$ cat config.mk
export PLATFORM = sky130hd
export DESIGN_NAME = mem_stage_access_unit
export DESIGN_NICKNAME = d
export VERILOG_FILES = /design/src/rtl/mem_stage_access_unit.sv
export SDC_FILE = /design/constraint.sdc
export NUM_CORES = 1
export LEC_CHECK = 0
export CAP_MARGIN = 0
export CORE_UTILIZATION = 45
export CTS_CLUSTER_SIZE = 25
export DETAILED_ROUTE_END_ITERATION = 10
export PLACE_DENSITY_LB_ADDON = 0.2
export SLEW_MARGIN = 30
export SYNTH_ARGS = -nofsm -noshare
export SYNTH_HDL_FRONTEND = slang
export SYNTH_SLANG_ARGS = --single-unit
$ cat constraint.sdc
create_clock -name Clk -period 5.2 [get_ports Clk]
set_input_delay 1.04 -clock Clk [delete_from_list [all_inputs] [get_ports Clk]]
set_output_delay 1.04 -clock Clk [all_outputs]
set_load 0.02 [all_outputs]
$ cat src/rtl/mem_stage_access_unit.sv
// mem_stage_access_unit: M-stage req/ack data-memory controller with lane steering, load extension, stall and error pulses.
module mem_stage_access_unit #(
  parameter int TIMEOUT = 16,
  parameter int CNT_W = 5
) (
  input  logic        Clk,
  input  logic        Reset,
  input  logic        MemReadM,
  input  logic        MemWriteM,
  input  logic [1:0]  MemTypeM,
  input  logic [31:0] ALUresultM,
  input  logic [31:0] ReadData2M,
  input  logic        MemAck,
  input  logic [31:0] MemRData,
  output logic        MemReq,
  output logic        MemWe,
  output logic [31:0] MemAddr,
  output logic [3:0]  MemByteEn,
  output logic [31:0] MemWData,
  output logic [31:0] ReadDataM,
  output logic        StallM,
  output logic        AlignErr,
  output logic        BusErr
);
  localparam logic [1:0] IDLE = 2'd0, BUSY = 2'd1, DONE = 2'd2;
  logic [1:0] state;
  logic [CNT_W-1:0] cnt;
  logic valid, isHalf, isByte, isWord, misaligned, start, timeout;
  logic [3:0] byteEn;
  logic [31:0] wData, shifted, loadData;
  assign valid = MemReadM | MemWriteM;
  assign isHalf = MemTypeM == 2'b01;
  assign isByte = MemTypeM == 2'b10;
  assign isWord = !isHalf && !isByte;
  assign misaligned = (isHalf && ALUresultM[0]) || (isWord && |ALUresultM[1:0]);
  assign start = state == IDLE && valid && !misaligned;
  // An ack on the terminal count wins over the abort.
  assign timeout = state == BUSY && !MemAck && cnt == CNT_W'(TIMEOUT - 1);
  assign StallM = !Reset && (start || state == BUSY);
  always_comb begin
    byteEn = isWord ? 4'hF : isHalf ? (ALUresultM[1] ? 4'hC : 4'h3) : 4'b0001 << ALUresultM[1:0];
    wData = isWord ? ReadData2M : isHalf ? {2{ReadData2M[15:0]}} : {4{ReadData2M[7:0]}};
    shifted = MemRData >> {(isHalf ? {ALUresultM[1], 1'b0} : ALUresultM[1:0]), 3'b000};
    loadData = isWord ? MemRData : isHalf ? {{16{shifted[15]}}, shifted[15:0]} : {{24{shifted[7]}}, shifted[7:0]};
  end
  always_ff @(posedge Clk) begin
    if (Reset) begin
      state <= IDLE;
      cnt <= '0;
      MemReq <= 1'b0;
      MemWe <= 1'b0;
      MemAddr <= '0;
      MemByteEn <= '0;
      MemWData <= '0;
      ReadDataM <= '0;
      AlignErr <= 1'b0;
      BusErr <= 1'b0;
    end else begin
      AlignErr <= state == IDLE && valid && misaligned;
      BusErr <= timeout;
      if (start) begin
        MemReq <= 1'b1;
        MemWe <= MemWriteM;
        MemAddr <= {ALUresultM[31:2], 2'b00};
        MemByteEn <= byteEn;
        MemWData <= wData;
        cnt <= '0;
        state <= BUSY;
      end else if (state == BUSY) begin
        cnt <= cnt + 1'b1;
        if (MemAck || timeout) begin
          MemReq <= 1'b0;
          MemWe <= 1'b0;
          state <= DONE;
          if (timeout) ReadDataM <= '0;
          else if (MemReadM) ReadDataM <= loadData;
        end
      end else if (state == DONE) begin
        state <= IDLE;
      end
    end
  end
endmodule
==> impl_metrics.env <==
export IMPL_status="finished, final reports clean"
export IMPL_p_leak_nw=2.47
export IMPL_slew_limit_headroom_pct=37.9
export IMPL_hpwl_mm=10.2
export IMPL_fin_nets=838
export IMPL_die_area_um2=11000
export IMPL_wl_met2_mm=6.69
export IMPL_synth_top_cell_area_share_pct=46.0
export IMPL_fin_crit_ps=4170
export IMPL_critPathCaptureType="output pin"
export IMPL_wl_mm=14.2
export IMPL_yosys_area_top_type="dfxtp_1"
export IMPL_clockRootBuffer="clkbuf_8"
export IMPL_drc=0
export IMPL_ctsHoldBuffers=0
export IMPL_cts_resized_gates=0
export IMPL_dpl_instance_area_um2=6750
export IMPL_die_h_um=105
export IMPL_area_growth_pct=47.1
export IMPL_crit_top_cell="clkdlybuf4s50_1"
export IMPL_rsz0062_at_grt="no"
export IMPL_yosys_warnings=0
export IMPL_worstPathMaxFanout=4
export IMPL_finClkSkew_ps=11.4
export IMPL_first_iter_violations=289
export IMPL_num_rows=37
export IMPL_path_clk_slew_ps=100
export IMPL_io_pins=208
export IMPL_seq_area_frac_synth_pct=46.0
export IMPL_netlist_area_um2=4740
export IMPL_avgRoutedWirePerCell_um=16.3
export IMPL_port_buffers=205
export IMPL_worstPathRequired_ps=4160
export IMPL_max_freq_mhz=240
export IMPL_fin_crit_sh_pct=80.2
export IMPL_gp_congestion=0.854
export IMPL_cts_buffer_depth=2
export IMPL_htree_levels=3
export IMPL_start_kind="primary input"
export IMPL_path_depth=7
export IMPL_cts_setup_buffers=0
export IMPL_cp_slowest_stage_delay_ps=650
export IMPL_synth_distinct_cells=49
export IMPL_die_w_um=105
export IMPL_r2r_cells=8
export IMPL_antenna_cells=0
export IMPL_ys_async_sr_fraction_pct=0
export IMPL_grt_pass1_vias=4524
export IMPL_clk_latency_ps=380
export IMPL_drtPass1Iterations=7
export IMPL_synth_common_cells="nand2_1 (117), dfxtp_1 (109), a21oi_1 (63), nor2_1 (45), o2bb2ai_1 (25)"
export IMPL_core_area_um2=10300
export IMPL_num_fill_cells=841
export IMPL_fin_hold_ws_ps=454
export IMPL_cts_tree="built"
export IMPL_numCtsBuffers=9
export IMPL_start_util_pct=46.1
export IMPL_cp_num_buf_inv=3
export IMPL_grt_max_degree=86
export IMPL_design_area_um2=6980
export IMPL_synth_seq_cells=109
export IMPL_route_vias_total=4722
export IMPL_ys_top_cells_by_area="dfxtp_1 (46%), nand2_1 (9.3%), a21oi_1 (6.6%)"
export IMPL_ant_nets=0
export IMPL_synth_most_common_cell="nand2_1"
export IMPL_worst_pin_slew_ps=932
export IMPL_finalHoldViolCount=0
export IMPL_fin_tns_setup_ps=0
export IMPL_grt_usage_pct=25.6
export IMPL_cts_sinks=109
export IMPL_routed_top_layer="met4"
export IMPL_grt_pass1_wl_mm=22.5
export IMPL_synth_edf_count=0
export IMPL_min_path_cells=2
export IMPL_met3_length_mm=1.05
export IMPL_worstPathCellList="clkdlybuf4s50_1 > inv_1 > ha_1 > nor2_2 > o221ai_4 > a21oi_1 > clkdlybuf4s50_1"
export IMPL_crit_slowest_cell="clkdlybuf4s50_1"
export IMPL_drv_slew=0
export IMPL_crit_family="buffers and inverters"
export IMPL_arrival_ps=3130
export IMPL_synthCells=551
export IMPL_wl_met1_mm=6.00
export IMPL_antenna_found_initial=0
export IMPL_worst_slack_ps=1030
export IMPL_viasPerCell=5.41
export IMPL_synth_flop_cell="dfxtp_1"
export IMPL_grt_ovfl_total=0
export IMPL_drive_above_1_share_pct=5.97
export IMPL_max_cap_violations=0
export IMPL_finalSetupViolCount=0
export IMPL_syn_area_per_cell_um2=8.61
export IMPL_p_per_area_nw_per_um2=294
export IMPL_place_ws_ps=1030
export IMPL_ir_drop_mv=0.189
export IMPL_criticalPathCategory="in -> out"
export IMPL_hp_class="reg -> reg"
worst min-delay path: stages (launching register included):
cell     delay (ps)
dfxtp_1         320
nand2_1          50
a21oi_1          50
metrics by stage:
stage	utilization (%)	power, W	std cells
6_report	67.9	0.00205	873
5_1_grt	67.9	0.00215	873
4_1_cts	67.7	0.00206	872
3_5_place_dp	65.7	0.00152	856
3_3_place_gp	65.7	0.00151	856
2_1_floorplan	-	0.00127	552
cell type report:
| class | count | area [um^2] | area share (%) |
|---|---|---|---|
| multi-input combinational | 395 | 2280 | 32.8 |
| clock inverter | 6 | 76.3 | 1.09 |
| tap | 136 | 170 | 2.44 |
| inverter | 4 | 15.0 | 0.215 |
| timing repair buffer | 213 | 2120 | 30.4 |
| clock buffer | 10 | 128 | 1.83 |
| sequential | 109 | 2180 | 31.3 |
cells by family after synthesis:
family          after synthesis  synth area share, %
fa+ha+maj                     3                0.792
simple gates                208                 18.7
other cells                   1               0.0791
compound gates              158                 22.9
mux                          21                 4.70
xor+xnor                      3                0.554
buf+inv                      48                 6.31
flops                       109                 46.0
where the power goes:
| part | switching [W] | internal (W) | total, W |
|---|---|---|---|
| Clock | 0.000313 | 0.000233 | 0.000546 |
| Combinational | 0.000307 | 0.000264 | 0.000571 |
| Sequential | 0.0000360 | 0.000901 | 0.000937 |
| Total | 0.000656 | 0.00140 | 0.00205 |
placed cells by master, fill, tap and decap left out, drive strengths merged, types with 3 or more instances in the layout:
| cell type | n |
|---|---|
| clkdlybuf4s50 | 204 |
| nand2 | 117 |
| dfxtp | 109 |
| a21oi | 65 |
| nor2 | 47 |
| o2bb2ai | 25 |
| mux2i | 20 |
| o21ai | 19 |
| o211ai | 18 |
| nor3 | 11 |
| a211oi | 10 |
| clkbuf | 10 |
| buf | 9 |
| nor2b | 8 |
| or3 | 8 |
| a22oi | 7 |
| a31oi | 7 |
| inv | 7 |
| nand3 | 5 |
| ha | 3 |
| nand2b | 3 |
worst paths after layout:
path,from,endpoint,slack (ps)
setup / recovery,MemTypeM[1],StallM,1030
hold reg to reg,MemWData[11],MemWData[11],450
hold / removal,MemWData[11],MemWData[11],450
setup reg to reg,cnt[0],ReadDataM[7],3050
registers in the layout, summed over array words and instances, names as in the netlist, 2 cells and up:
name       flops
MemByteEn      4
ReadDataM     32
MemAddr       30
state          2
MemWData      32
cnt            5
layer usage:
layer,track usage (%),up-vias
met2,42.0,220
li1,-,2285
met5,0,-
met4,12.0,0
met3,6.43,35
met1,31.5,2182
No activity file was read; power rests on OpenSTA's default activity.
